**src/rtl/peripheral_usart_tx_pkg.sv**
```systemverilog
// Shared definitions for the USART transmitter: default bus addresses,
// TXSTA bit positions, bit-time divisors and the transmit FSM encoding.
// The NINTH state only exists when USART_TX_NINTH_BIT_EN is defined.
package peripheral_usart_tx_pkg;

  // Default bus addresses of the three owned registers
  localparam logic [8:0] TXREG_ADDR_DEF = 9'h019;
  localparam logic [8:0] TXSTA_ADDR_DEF = 9'h098;
  localparam logic [8:0] SPBRG_ADDR_DEF = 9'h099;

  // TXSTA bit indices
  localparam int TXSTA_CSRC = 7;
  localparam int TXSTA_TX9  = 6;
  localparam int TXSTA_TXEN = 5;
  localparam int TXSTA_SYNC = 4;
  localparam int TXSTA_BRGH = 2;
  localparam int TXSTA_TRMT = 1;
  localparam int TXSTA_TX9D = 0;

  // Clocks per bit per (SPBRG+1), selected by BRGH
  localparam int BRGH_DIV_HI = 16;
  localparam int BRGH_DIV_LO = 64;

  // Bit-time counter width: (255+1)*64-1 still fits
  localparam int BAUD_CNT_W = 14;

  typedef enum logic [2:0] {
    S_IDLE  = 3'd0,
    S_START = 3'd1,
    S_DATA  = 3'd2,
`ifdef USART_TX_NINTH_BIT_EN
    S_NINTH = 3'd3,
`endif
    S_STOP  = 3'd4
  } tx_state_e;

  // Reload value of the bit-time down-counter: one bit time minus one clock
  function automatic logic [BAUD_CNT_W-1:0] bit_period_m1(input logic [7:0] spbrg,
                                                         input logic       brgh);
    logic [BAUD_CNT_W:0] period;
    period = (15'(spbrg) + 15'd1) * (brgh ? 15'(BRGH_DIV_HI) : 15'(BRGH_DIV_LO));
    return BAUD_CNT_W'(period - 15'd1);
  endfunction

endpackage

```
**src/rtl/peripheral_usart_tx_baud_gen.sv**
```systemverilog
// Bit-time generator: a down-counter that restarts when a frame is loaded
// from idle and pulses o_bit_tick during the last clock of every bit time.
// The reload value is re-evaluated at every boundary, so SPBRG/BRGH edits
// take effect on the next bit.
module peripheral_usart_tx_baud_gen
  import peripheral_usart_tx_pkg::*;
(
  input  logic       clk,
  input  logic       rst,
  input  logic [7:0] i_spbrg,
  input  logic       i_brgh,
  input  logic       i_restart,
  output logic       o_bit_tick
);

  localparam logic [BAUD_CNT_W-1:0] CNT_ONE = 1;

  logic [BAUD_CNT_W-1:0] r_cnt;
  logic [BAUD_CNT_W-1:0] w_reload;

  assign w_reload   = bit_period_m1(i_spbrg, i_brgh);
  assign o_bit_tick = (r_cnt == '0) && !i_restart;

  // Count down one bit time; reload on restart or on reaching zero
  always_ff @(posedge clk) begin
    // NOTE: clocked state uses <= so every register samples pre-edge values.
    if (rst) begin
      r_cnt <= '0;
    end else if (i_restart || (r_cnt == '0)) begin
      r_cnt <= w_reload;
    end else begin
      r_cnt <= r_cnt - CNT_ONE;
    end
  end

endmodule

```
**src/rtl/peripheral_usart_tx.sv**
```systemverilog
// Asynchronous USART transmitter on the core's external peripheral bus.
// Owns TXREG, TXSTA and SPBRG; serialises 8N1 frames LSB first on tx and
// drives txif (holding buffer empty while enabled).
// Optional feature macro: USART_TX_NINTH_BIT_EN adds TX9/TX9D and 9-bit frames.
module peripheral_usart_tx
  import peripheral_usart_tx_pkg::*;
#(
  parameter logic [8:0] TXREG_ADDR = TXREG_ADDR_DEF,
  parameter logic [8:0] TXSTA_ADDR = TXSTA_ADDR_DEF,
  parameter logic [8:0] SPBRG_ADDR = SPBRG_ADDR_DEF
) (
  input  logic       clk,
  input  logic       rst,
  input  logic [8:0] extern_peripherals_addr,
  input  logic [7:0] extern_peripherals_data_in,
  input  logic       extern_peripherals_wr_en,
  output logic [7:0] extern_peripherals_data_out,
  output logic       tx,
  output logic       txif
);

  // Control/status registers
  logic       r_csrc;
  logic       r_txen;
  logic       r_txen_d;
  logic       r_sync;
  logic       r_brgh;
  logic       r_trmt;
  logic [7:0] r_spbrg;
  logic       w_tx9;
  logic       w_tx9d;

  // Holding buffer, shift register and FSM
  logic [7:0] r_txreg;
  logic       r_buf_full;
  logic [7:0] r_shift;
  logic [2:0] r_bit_cnt;
  logic       r_tx;
  tx_state_e  r_state;

  // Bus decode and frame control
  logic       w_wr_txreg;
  logic       w_wr_txsta;
  logic       w_wr_spbrg;
  logic       w_bit_tick;
  logic       w_restart;
  logic       w_load;
  logic [7:0] w_txsta;

  assign w_wr_txreg = extern_peripherals_wr_en && (extern_peripherals_addr == TXREG_ADDR);
  assign w_wr_txsta = extern_peripherals_wr_en && (extern_peripherals_addr == TXSTA_ADDR);
  assign w_wr_spbrg = extern_peripherals_wr_en && (extern_peripherals_addr == SPBRG_ADDR);

  // A frame starts from idle (counter restarted) or chains straight out of STOP
  assign w_restart = r_txen && r_buf_full && (r_state == S_IDLE);
  assign w_load    = w_restart || (r_txen && r_buf_full && (r_state == S_STOP) && w_bit_tick);

  assign tx   = r_tx;
  assign txif = r_txen && !r_buf_full;

`ifdef USART_TX_NINTH_BIT_EN
  logic r_tx9;
  logic r_tx9d;
  logic r_ninth_en;
  logic r_ninth_val;
  assign w_tx9  = r_tx9;
  assign w_tx9d = r_tx9d;
`else
  assign w_tx9  = 1'b0;
  assign w_tx9d = 1'b0;
`endif

  peripheral_usart_tx_baud_gen u_baud_gen (
    .clk       (clk),
    .rst       (rst),
    .i_spbrg   (r_spbrg),
    .i_brgh    (r_brgh),
    .i_restart (w_restart),
    .o_bit_tick(w_bit_tick)
  );

  // Software-writable TXSTA bits and the baud divisor
  always_ff @(posedge clk) begin
    if (rst) begin
      r_csrc  <= 1'b0;
      r_txen  <= 1'b0;
      r_sync  <= 1'b0;
      r_brgh  <= 1'b0;
      r_spbrg <= '0;
`ifdef USART_TX_NINTH_BIT_EN
      r_tx9   <= 1'b0;
      r_tx9d  <= 1'b0;
`endif
    end else begin
      if (w_wr_txsta) begin
        r_csrc <= extern_peripherals_data_in[TXSTA_CSRC];
        r_txen <= extern_peripherals_data_in[TXSTA_TXEN];
        r_sync <= extern_peripherals_data_in[TXSTA_SYNC];
        r_brgh <= extern_peripherals_data_in[TXSTA_BRGH];
`ifdef USART_TX_NINTH_BIT_EN
        r_tx9  <= extern_peripherals_data_in[TXSTA_TX9];
        r_tx9d <= extern_peripherals_data_in[TXSTA_TX9D];
`endif
      end
      if (w_wr_spbrg) begin
        r_spbrg <= extern_peripherals_data_in;
      end
    end
  end

  // Holding buffer: a core write always wins; a load or a TXEN 1->0 empties it
  always_ff @(posedge clk) begin
    // NOTE: the buffer byte is reset too, so a TXREG read after reset is defined.
    if (rst) begin
      r_txreg    <= '0;
      r_buf_full <= 1'b0;
      r_txen_d   <= 1'b0;
    end else begin
      r_txen_d <= r_txen;
      if (w_wr_txreg) begin
        r_txreg    <= extern_peripherals_data_in;
        r_buf_full <= 1'b1;
      end else if (w_load || (r_txen_d && !r_txen)) begin
        r_buf_full <= 1'b0;
      end
    end
  end

  // Transmit FSM: start, eight data bits LSB first, optional ninth, stop
  always_ff @(posedge clk) begin
    if (rst) begin
      r_state     <= S_IDLE;
      r_tx        <= 1'b1;
      r_trmt      <= 1'b1;
      r_shift     <= '0;
      r_bit_cnt   <= '0;
`ifdef USART_TX_NINTH_BIT_EN
      r_ninth_en  <= 1'b0;
      r_ninth_val <= 1'b0;
`endif
    end else if (!r_txen) begin
      r_state <= S_IDLE;
      r_tx    <= 1'b1;
      r_trmt  <= 1'b1;
    end else begin
      case (r_state)
        S_IDLE: begin
          if (r_buf_full) begin
            r_state     <= S_START;
            r_shift     <= r_txreg;
            r_tx        <= 1'b0;
            r_trmt      <= 1'b0;
`ifdef USART_TX_NINTH_BIT_EN
            r_ninth_en  <= w_tx9;
            r_ninth_val <= w_tx9d;
`endif
          end
        end
        S_START: begin
          if (w_bit_tick) begin
            r_state   <= S_DATA;
            r_tx      <= r_shift[0];
            r_shift   <= {1'b0, r_shift[7:1]};
            r_bit_cnt <= '0;
          end
        end
        S_DATA: begin
          if (w_bit_tick) begin
            if (r_bit_cnt == 3'd7) begin
`ifdef USART_TX_NINTH_BIT_EN
              if (r_ninth_en) begin
                r_state <= S_NINTH;
                r_tx    <= r_ninth_val;
              end else
`endif
              begin
                r_state <= S_STOP;
                r_tx    <= 1'b1;
              end
            end else begin
              r_tx      <= r_shift[0];
              r_shift   <= {1'b0, r_shift[7:1]};
              r_bit_cnt <= r_bit_cnt + 3'd1;
            end
          end
        end
`ifdef USART_TX_NINTH_BIT_EN
        S_NINTH: begin
          if (w_bit_tick) begin
            r_state <= S_STOP;
            r_tx    <= 1'b1;
          end
        end
`endif
        S_STOP: begin
          if (w_bit_tick) begin
            if (r_buf_full) begin
              r_state     <= S_START;
              r_shift     <= r_txreg;
              r_tx        <= 1'b0;
`ifdef USART_TX_NINTH_BIT_EN
              r_ninth_en  <= w_tx9;
              r_ninth_val <= w_tx9d;
`endif
            end else begin
              r_state <= S_IDLE;
              r_trmt  <= 1'b1;
            end
          end
        end
        default: begin
          r_state <= S_IDLE;
          r_tx    <= 1'b1;
          r_trmt  <= 1'b1;
        end
      endcase
    end
  end

  // TXSTA read image with TRMT live and b3 fixed at 0
  always_comb begin
    w_txsta             = '0;
    w_txsta[TXSTA_CSRC] = r_csrc;
    w_txsta[TXSTA_TX9]  = w_tx9;
    w_txsta[TXSTA_TXEN] = r_txen;
    w_txsta[TXSTA_SYNC] = r_sync;
    w_txsta[TXSTA_BRGH] = r_brgh;
    w_txsta[TXSTA_TRMT] = r_trmt;
    w_txsta[TXSTA_TX9D] = w_tx9d;
  end

  // Combinational read mux; unowned addresses return zero
  always_comb begin
    // NOTE: default first so no path through this block leaves a latch.
    extern_peripherals_data_out = 8'h00;
    if (extern_peripherals_addr == TXREG_ADDR) begin
      extern_peripherals_data_out = r_txreg;
    end else if (extern_peripherals_addr == TXSTA_ADDR) begin
      extern_peripherals_data_out = w_txsta;
    end else if (extern_peripherals_addr == SPBRG_ADDR) begin
      extern_peripherals_data_out = r_spbrg;
    end
  end

endmodule

```
**config.mk**
```make
export PLATFORM = sky130hd
export DESIGN_NAME = peripheral_usart_tx
export DESIGN_NICKNAME = d
export VERILOG_FILES = /design/src/rtl/peripheral_usart_tx_pkg.sv /design/src/rtl/peripheral_usart_tx_baud_gen.sv /design/src/rtl/peripheral_usart_tx.sv
export SDC_FILE = /design/constraint.sdc
export NUM_CORES = 1
export LEC_CHECK = 0
export BUFFER_PORTS_ARGS = -buffer_cell sky130_fd_sc_hd__buf_2
export CORE_MARGIN = 3
export CORE_UTILIZATION = 50
export CTS_BUF_LIST = sky130_fd_sc_hd__clkbuf_16
export DETAILED_ROUTE_END_ITERATION = 12
export PLACE_DENSITY_LB_ADDON = 0.25
export RECOVER_POWER = 50
export SYNTH_ARGS = -nofsm -noshare
export SYNTH_HDL_FRONTEND = slang
export SYNTH_SLANG_ARGS = --single-unit
```
**constraint.sdc**
```tcl
create_clock -name clk -period 5.7 [get_ports clk]
set_clock_uncertainty 0.2 [all_clocks]
set_input_delay 1.14 -clock clk [delete_from_list [all_inputs] [get_ports clk]]
set_output_delay 1.14 -clock clk [all_outputs]
set_load 0.02 [all_outputs]
```
==> results.tsv, run 1 <==
metric	value	unit
status	complete, but fails checks	
violated checks	capacitance limit, slew limit	
WP data required	5.69	ns
R2R Setup Slk	1.60	ns
first-pass GRT wire length	11.5	mm
Starting Density	52.7	%
routed vias	2844	
PortBufs	29	
Peak VDD IR	0.167	mV
CP max FO	10	
period utilization	71.9	%
initial DRC count	151	
worst-margin pin slew	1.94	ns
total wire length	7.03	mm
TritonCTS Sinks	52	
Fin Hold WS	0.259	ns
Cell Count, Final, Fillers Out	488	
Worst-Skew Late Latency	0.30	ns
Post-Syn Instances	395	
Post-Syn Area	0.00342	mm²
Worst Setup End Kind	register	
Post-DP HPWL	5.29	mm
CP arrival	4.09	ns
RR Startpoint	r_spbrg[0]$_SDFFE_PP0P_	
Mapped Nets	447	
dpl cells	480	
grt total ovfl	0	
post-layout min period	4.10	ns
initial antenna violation count	0	
Final setup violation count	0	
top_reg_cell synth	dfxtp_1	
Final GP Congestion	0.872	
die footprint	0.00788	mm²
FF-to-FF path depth	13	
Slew Viols, Final	46	
row cnt	29	
Post-synth EDFFs	0	
Critical Path End	u_baud_gen.r_cnt[13]$_SDFF_PP0_	
Finished Core Util	56.8	%
Post-Route Setup TNS	0	ns
CTS Buf Count	5	
Hold Crit Class	reg2reg	
Post-CTS Setup Inserts	0	
Final Hold Viols	0	
clock root cell	clkbuf_16	
Hold-fix buffers, CTS	0	
n_diodes	0	
width of the die	88.8	µm
Crit. Startpoint	r_spbrg[0]$_SDFFE_PP0P_	
DRC Markers	0	
nets	462	
RSZ-0062 raised after global routing	no	
I/O pin total	30	
Tot GR Track Use	18.4	%
CP Launch Type	register	
CTS Buffer Depth	2	
Detail Route Antenna Nets	0	
max_slew headroom	-29.6	%
pin count of the biggest net entering global routing	46	
Synth cell types	55	
WS Path Type	reg2reg	
DR WL/cell	14.4	µm
layout cells sized above 1	11.9	%
#FFs+latches synth	52	
drt via density	5.83	
worst r2r dst	u_baud_gen.r_cnt[13]$_SDFF_PP0_	
CTS tree	yes	
core area	0.00649	mm²
Syn-to-layout area delta	7.78	%
H-tree Lvls	2	
syn_area_per_cell	8.67	µm²
cts repair resizes	0	
die height	88.8	µm
DRT Pass-1 Iters	4	
pwr dens	261	mW/mm²
Synth warnings	0	
maxcap violations	1	
Seq/Total Area, Yosys	30.4	%
Worst-path clk slew	0.07	ns
FFs w/ async S/R, synth	0	%
vias in the first global route	2452	
leakage	0.00160	µW
FMAX	0.244	GHz
## metrics by stage
stage,setup slack [ns],total power [µW],cell area (µm²)
3_3_place_gp,1.71,671,3560
2_1_floorplan,1.81,652,3420
4_1_cts,1.60,990,3720
6_report,1.60,962,3690
3_5_place_dp,1.61,677,3560
5_1_grt,1.32,1020,3690
## routing by layer
metal / vias to the layer above / GRT usage [%] / share of wire (%)
met2: 45 / 28.2 / 47
met4: 0 / 4.12 / 0.97
met3: 8 / 3.26 / 3.3
met5: - / 0 / 0
met1: 1345 / 27.0 / 49
li1: 1446 / - / -
## worst max-delay path: stages (launching register included)
cell,delay [ns]
dfxtp_1,0.51
ha_1,0.30
nor2b_1,0.16
fa_1,0.55
inv_1,0.04
ha_1,0.28
ha_1,0.30
ha_1,0.22
fa_1,0.42
a211oi_1,0.23
o21ai_0,0.14
a21o_1,0.19
a22o_1,0.21
a311oi_1,0.24
## logic make-up after synthesis
| kind of cell | synth area share (%) |
|---|---|
| and+or+nand+nor | 22.3 |
| AOI/OAI and AO/OA | 15.1 |
| DFF | 30.4 |
| buffers and inverters | 4.82 |
| adders and majority gates | 12.6 |
| muxes | 8.95 |
| xor gates and xnor gates | 5.88 |
## worst min path at each step
stage / from / endpoint / cells past startpoint
3_5_place_dp: r_bit_cnt[2]$_SDFFE_PP0P_ / r_bit_cnt[2]$_SDFFE_PP0P_ / 2
4_1_cts: r_bit_cnt[2]$_SDFFE_PP0P_ / r_bit_cnt[2]$_SDFFE_PP0P_ / 2
2_1_floorplan: r_bit_cnt[1]$_SDFFE_PP0P_ / r_bit_cnt[1]$_SDFFE_PP0P_ / 2
3_3_place_gp: r_bit_cnt[2]$_SDFFE_PP0P_ / r_bit_cnt[2]$_SDFFE_PP0P_ / 2
6_report: r_bit_cnt[2]$_SDFFE_PP0P_ / r_bit_cnt[2]$_SDFFE_PP0P_ / 2
5_1_grt: r_bit_cnt[1]$_SDFFE_PP0P_ / r_bit_cnt[1]$_SDFFE_PP0P_ / 2
## flip-flops by register name, summed over array words and instances (netlist names)
signal,count
r_txen_d,1
r_shift,8
r_trmt,1
r_csrc,1
r_txen,1
tx,1
u_baud_gen.r_cnt,14
r_spbrg,8
r_bit_cnt,3
r_sync,1
r_brgh,1
r_buf_full,1
r_txreg,8
r_state,3
## area by class of cell
| class | instances | area, µm² |
|---|---|---|
| Tap cell | 77 | 96.3 |
| Clock inverter | 3 | 27.5 |
| Sequential cell | 52 | 1040 |
| Timing Repair Buffer | 30 | 149 |
| Clock buffer | 5 | 125 |
| Multi-Input combinational cell | 306 | 2200 |
| Inverter | 15 | 56.3 |
| Fill cell | 603 | 2800 |
## cells in the mapped netlist (7+ instances only)
library cell,instances,area share (%)
mux2i_1,25,7.3
a21oi_1,19,2.8
nand4_1,7,1.3
nor2_1,46,5.0
nand2_1,26,2.8
ha_1,28,10
a31oi_1,9,1.6
nand3_1,15,2.2
nand2b_1,10,1.8
a211oi_1,10,2.2
nor3_1,7,1.0
dfxtp_1,52,30
inv_1,15,1.6
clkbuf_1,15,1.6
xnor2_1,17,4.3
## cell usage in the layout (no fill, tap or decap), types with 6 or more instances in the layout
cell type,Yosys,routed
a211oi_1,10,10
a21oi_1,19,19
a311oi_1,6,6
a31oi_1,9,9
buf_2,3,26
dfxtp_1,52,52
ha_1,28,28
inv_1,15,15
mux2i_1,25,25
nand2_1,26,26
nand2b_1,10,10
nand3_1,15,15
nand4_1,7,7
nor2_1,46,46
nor2b_1,6,6
nor3_1,7,7
o21ai_0,6,6
xnor2_1,17,17
xor2_1,6,6
## power breakdown
part / switching, µW / internal (µW)
Combinational: 120 / 102
Sequential: 30.9 / 397
Clock: 146 / 167
Total: 296 / 666
No activity file was read; power rests on OpenSTA's default activity.
==> inputs of run 2 (changes only) <==
Settings changed: ABC_AREA set to 1.
Clock period 5.7 ns to 3.7 ns, I/O delays scaled along.
==> results.tsv, run 2 <==
metric	value	unit
crit-path leading delay family	adder cells	
Slowest cell on crit path	fa_1	
Worst Setup End Kind	register	
maxcap violations	0	
Slowest Stage Delay on Critical Path	0.48	ns
Starting Density	53.3	%
sequential group share of total power	42.1	%
final setup margin	0.211	ns
Total Power	1550	µW
row cnt	29	
initial antenna violation count	0	
Syn-to-layout area delta	13.9	%
nets	571	
pwr dens	389	mW/mm²
Hold Crit Class	reg2reg	
Post-Syn Instances	487	
busiest grt layer	met2	
Worst-Skew Late Latency	0.30	ns
WP data required	3.66	ns
Synth area leaders	dfxtp_1, ha_1, inv_1, nand2_1, o21ai_0	
Hold Path Depth	2	
Hold-fix buffers, CTS	0	
Fin Hold WS	0.256	ns
number of logic stages on the critical path including buffering	18	
Bufs and invs on worst path	2	
pin count of the biggest net entering global routing	30	
largest register by flop count	u_baud_gen.r_cnt	
met3 Usage GRT	3.47	%
total wire length	7.90	mm
Slew Viols, Final	0	
Seq/Total Area, Yosys	29.7	%
GR Layer Usage met2	34.0	%
most common cell after layout, fill and taps aside	inv_1	
Clock power frac	35.0	%
Post-synth top cells	inv_1, nand2_1, nor2_1	
status	finished clean	
clock root cell	clkbuf_16	
routed vias	3162	
Post-synth EDFFs	0	
Final Hold Viols	0	
first-pass GRT wire length	12.9	mm
TritonCTS Sinks	52	
grt total ovfl	0	
max_slew headroom	46.1	%
post-layout min period	3.49	ns
DR WL/cell	12.9	µm
CTS Buf Count	5	
CTS tree	yes	
syn_area_per_cell	7.19	µm²
Final GP Congestion	0.868	
DRT Pass-1 Iters	4	
worst-margin pin slew	0.808	ns
die height	89.7	µm
drt via density	5.16	
fill count	601	
layout cells sized above 1	16.0	%
Final setup violation count	0	
FF-to-FF path depth	18	
WS Path Type	reg2reg	
n_diodes	0	
width of the die	89.7	µm
die footprint	0.00804	mm²
Mapped Nets	539	
combinational power share	22.9	%
dpl ws	0.0585	ns
net switching share of the total power	31.0	%
Pint	1070	µW
Post-DP HPWL	5.86	mm
Detail Route Antenna Nets	0	
I/O pin total	30	
Cell Count, Final, Fillers Out	613	
dpl cells	604	
period utilization	94.3	%
FFs w/ async S/R, synth	0	%
CP arrival	3.45	ns
Finished Core Util	60.7	%
CP Launch Type	register	
Post-Syn Area	0.00350	mm²
crit path cell chain	nand2_2 -> nor2_4 -> xor2_2 -> or2_2 -> fa_1 -> inv_1 -> ha_1 -> ha_4 -> ha_4 -> fa_2 -> nand4_1 -> nand3_1 -> nand2_1 -> nand2_1 -> inv_1 -> nand3_1 -> nand3_1 -> a21oi_1	
CP max FO	3	
Peak VDD IR	0.325	mV
H-tree Lvls	2	
CTS Buffer Depth	2	
Tot GR Track Use	20.2	%
core area	0.00657	mm²
max reg flops	14	
#FFs+latches synth	52	
DRC Markers	0	
P_sw	481	µW
Synth warnings	0	
PortBufs	29	
Worst-path clk slew	0.07	ns
top-count cell post-synth	inv_1	
Yosys top cell area share	29.7	%
commonest non-fill, non-tap cells in the layout	inv_1, nand2_1, nor2_1	
vias in the first global route	2822	
top_reg_cell synth	dfxtp_1	
FMAX	0.287	GHz
met1 usage	27.4	%
leakage	0.00182	µW
Synth area leader	dfxtp_1	
Synth cell types	40	
initial DRC count	139	
critical path's most frequent cell	nand3_1	
run 2: cell types whose count changed after synthesis, moves of 7 or more:
cell,before,now
inv_1,15,72
nand2_1,26,69
o21ai_0,6,44
mux2i_1,25,0
a21oi_1,19,41
clkbuf_1,15,4
nand2b_1,10,0
nand3_1,15,25
nor2_1,46,53
xnor2_1,17,10
run 2: worst min-delay path, delay by kind of cell (launching register included):
| kind | cells | cell delay (ns) |
|---|---|---|
| AO/OA/AOI/OAI | 1 | 0.06 |
| buffers and inverters | 1 | 0.05 |
| flip-flops | 1 | 0.30 |
run 2: cell type report:
cell class,instances,area (µm²),share of cell area [%]
repair buffers,37,203,5.08
clock inverters,3,46.3,1.16
flip-flops and latches,52,1050,26.3
clock buffers,5,125,3.14
well taps,93,116,2.92
multi-input cells,348,2170,54.3
inverters,75,282,7.06
run 2: what timing repair did:
item,in CTS,in global routing
setup endpoints to repair,0,3
setup buffers,0,1
resized for setup,0,28
run 2: kinds of logic after synthesis:
kind of cell,count (synthesis),synth area share (%)
buffers and inverters,87,9.90
adder cells (fa/ha/maj),32,12.3
AO/OA/AOI/OAI,112,18.2
flip-flops,52,29.7
XOR/XNOR,19,4.75
AND/OR/NAND/NOR,185,25.1
run 2: per-stage QoR:
| step | cell area (µm²) | TNS, ns |
|---|---|---|
| after global placement | 3750 | 0 |
| after CTS | 3920 | 0 |
| after floorplan | 3500 | 0 |
| after global routing | 3990 | -0.0689 |
| final | 3990 | 0 |
| after detailed placement | 3750 | 0 |
run 2: path summary, 6_finish.rpt:
path                                               from                              end  slack [ns]
worst max-delay path            r_spbrg[1]$_SDFFE_PP0P_  u_baud_gen.r_cnt[13]$_SDFF_PP0_        0.21
worst min-delay path                r_csrc$_SDFFE_PP0P_              r_csrc$_SDFFE_PP0P_        0.26
worst max register to register  r_spbrg[1]$_SDFFE_PP0P_  u_baud_gen.r_cnt[13]$_SDFF_PP0_        0.21
worst min register to register      r_csrc$_SDFFE_PP0P_              r_csrc$_SDFFE_PP0P_        0.26
run 2: layer usage:
| metal | part of all wire (%) | vias to the layer above | wire length, µm |
|---|---|---|---|
| met5 | 0 | - | 0 |
| met4 | 0.96 | 0 | 76 |
| met3 | 4.2 | 8 | 334 |
| met2 | 48 | 63 | 3800 |
| met1 | 47 | 1427 | 3700 |
| li1 | - | 1664 | - |
run 2: power groups by stage:
stage	combinational [µW]	clock, µW	sequential, µW
3_5_place_dp	377	0	667
6_report	356	544	654
4_1_cts	382	551	655
2_1_floorplan	312	0	658
3_3_place_gp	367	0	666
5_1_grt	406	566	660
==> inputs of run 3 (changes only) <==
Clock period 3.7 ns to 4.33 ns, I/O delays scaled along.
==> results.tsv, run 3 (same netlist as run 2, synthesis figures left out) <==
metric	value	unit
total wire length	7.97	mm
width of the die	89.7	µm
routed vias	3178	
cts repair resizes	0	
Hold Crit Class	reg2reg	
crit path cell chain	inv_1 -> nor2_2 -> xor2_1 -> or2_2 -> fa_1 -> inv_1 -> ha_1 -> ha_1 -> ha_1 -> fa_1 -> nand4_1 -> nand3_1 -> nand2_1 -> nand2_1 -> inv_1 -> nand3_1 -> nand3_1 -> a21oi_1	
Peak VDD IR	0.176	mV
Slowest Stage Delay on Critical Path	0.48	ns
CP Launch Type	register	
Post-DP HPWL	6.07	mm
CTS Buf Count	5	
max_slew headroom	29.3	%
Worst Setup End Kind	register	
Slowest cell on crit path	fa_1	
grt total ovfl	0	
H-tree Lvls	2	
row cnt	29	
Post-Route Setup TNS	0	ns
WP data required	4.25	ns
fill count	637	
Final setup violation count	0	
Final GP Congestion	0.868	
RSZ-0062 raised after global routing	no	
post-layout min period	3.95	ns
largest register by flop count	u_baud_gen.r_cnt	
die footprint	0.00804	mm²
clock root cell	clkbuf_16	
layout cells sized above 1	10.5	%
CP arrival	3.87	ns
Final Hold Viols	0	
max reg flops	14	
WS Path Type	reg2reg	
Tot GR Track Use	21.3	%
met1 usage	28.3	%
initial DRC count	141	
Bufs and invs on worst path	3	
CP max FO	5	
Slew Viols, Final	0	
Starting Density	53.3	%
period utilization	91.1	%
worst-margin pin slew	1.06	ns
crit-path leading delay family	adder cells	
leakage	0.00177	µW
CTS tree	yes	
TritonCTS Sinks	52	
Hold-fix buffers, CTS	0	
maxcap violations	0	
core area	0.00657	mm²
Fin Hold WS	0.255	ns
DR WL/cell	13.2	µm
first-pass GRT wire length	13.6	mm
pwr dens	333	mW/mm²
met3 Usage GRT	3.10	%
initial antenna violation count	0	
DRC Markers	0	
CTS Buffer Depth	2	
Detail Route Antenna Nets	0	
GR Layer Usage met2	36.3	%
nets	563	
most common cell after layout, fill and taps aside	inv_1	
Syn-to-layout area delta	8.32	%
Worst-path clk slew	0.07	ns
die height	89.7	µm
Worst-Skew Late Latency	0.29	ns
DRT Pass-1 Iters	4	
drt via density	5.25	
FMAX	0.253	GHz
n_diodes	0	
pin count of the biggest net entering global routing	30	
status	finished clean	
busiest grt layer	met2	
I/O pin total	30	
commonest non-fill, non-tap cells in the layout	inv_1, nand2_1, nor2_1	
PortBufs	29	
Post-CTS Setup Inserts	0	
vias in the first global route	3068	
-- run 3: cell count changes in the layout (fill, tap and decap cells not counted), sizes merged --
cell    before  now
buf         35   26
bufinv       1    0
clkbuf       7    8
inv         76   77
-- run 3: per-layer routing --
metal  vias to the layer above  part of all wire [%]
met1                      1467                    48
met2                        51                    49
met5                         -                     0
met3                         5                   2.8
li1                       1655                     -
met4                         0                  0.58
-- run 3: cell type report --
| class | count | area [µm²] | area share (%) |
|---|---|---|---|
| clock buffers | 5 | 125 | 3.30 |
| clock inverters | 3 | 17.5 | 0.462 |
| inverters | 75 | 282 | 7.42 |
| repair buffers | 29 | 141 | 3.73 |
| well taps | 93 | 116 | 3.07 |
| flip-flops and latches | 52 | 1040 | 27.4 |
| multi-input cells | 348 | 2070 | 54.6 |
-- run 3: metrics by stage --
step / util [%] / setup slack, ns / cells / power, µW / area [µm²]
5_1_grt: 57.8 / 0.123 / 605 / 1340 / 3790
6_report: 57.8 / 0.384 / 605 / 1260 / 3790
3_3_place_gp: 56.3 / 0.651 / 597 / 884 / 3700
3_5_place_dp: 56.3 / 0.477 / 597 / 893 / 3700
2_1_floorplan: - / 0.769 / 487 / 829 / 3500
4_1_cts: 58.5 / 0.468 / 605 / 1290 / 3840
-- run 3: tightest hold or removal path, stage by stage, from the launching register on --
cell and delay [ns]:
dfxtp_1 0.30, inv_1 0.05, a21oi_1 0.06
-- run 3: power breakdown --
group	leakage (µW)	switching [µW]	internal [µW]
Combinational	0.00128	184	119
Sequential	0.000422	38.6	522
Clock	0.0000754	186	214
-- run 3: worst paths after layout --
path / to / depth (start not counted) / slack [ns] / from
min reg2reg: r_csrc$_SDFFE_PP0P_ / 2 / 0.26 / r_csrc$_SDFFE_PP0P_
max: u_baud_gen.r_cnt[13]$_SDFF_PP0_ / 18 / 0.38 / r_spbrg[0]$_SDFFE_PP0P_
max reg2reg: u_baud_gen.r_cnt[13]$_SDFF_PP0_ / 18 / 0.38 / r_spbrg[0]$_SDFFE_PP0P_
min: r_csrc$_SDFFE_PP0P_ / 2 / 0.26 / r_csrc$_SDFFE_PP0P_
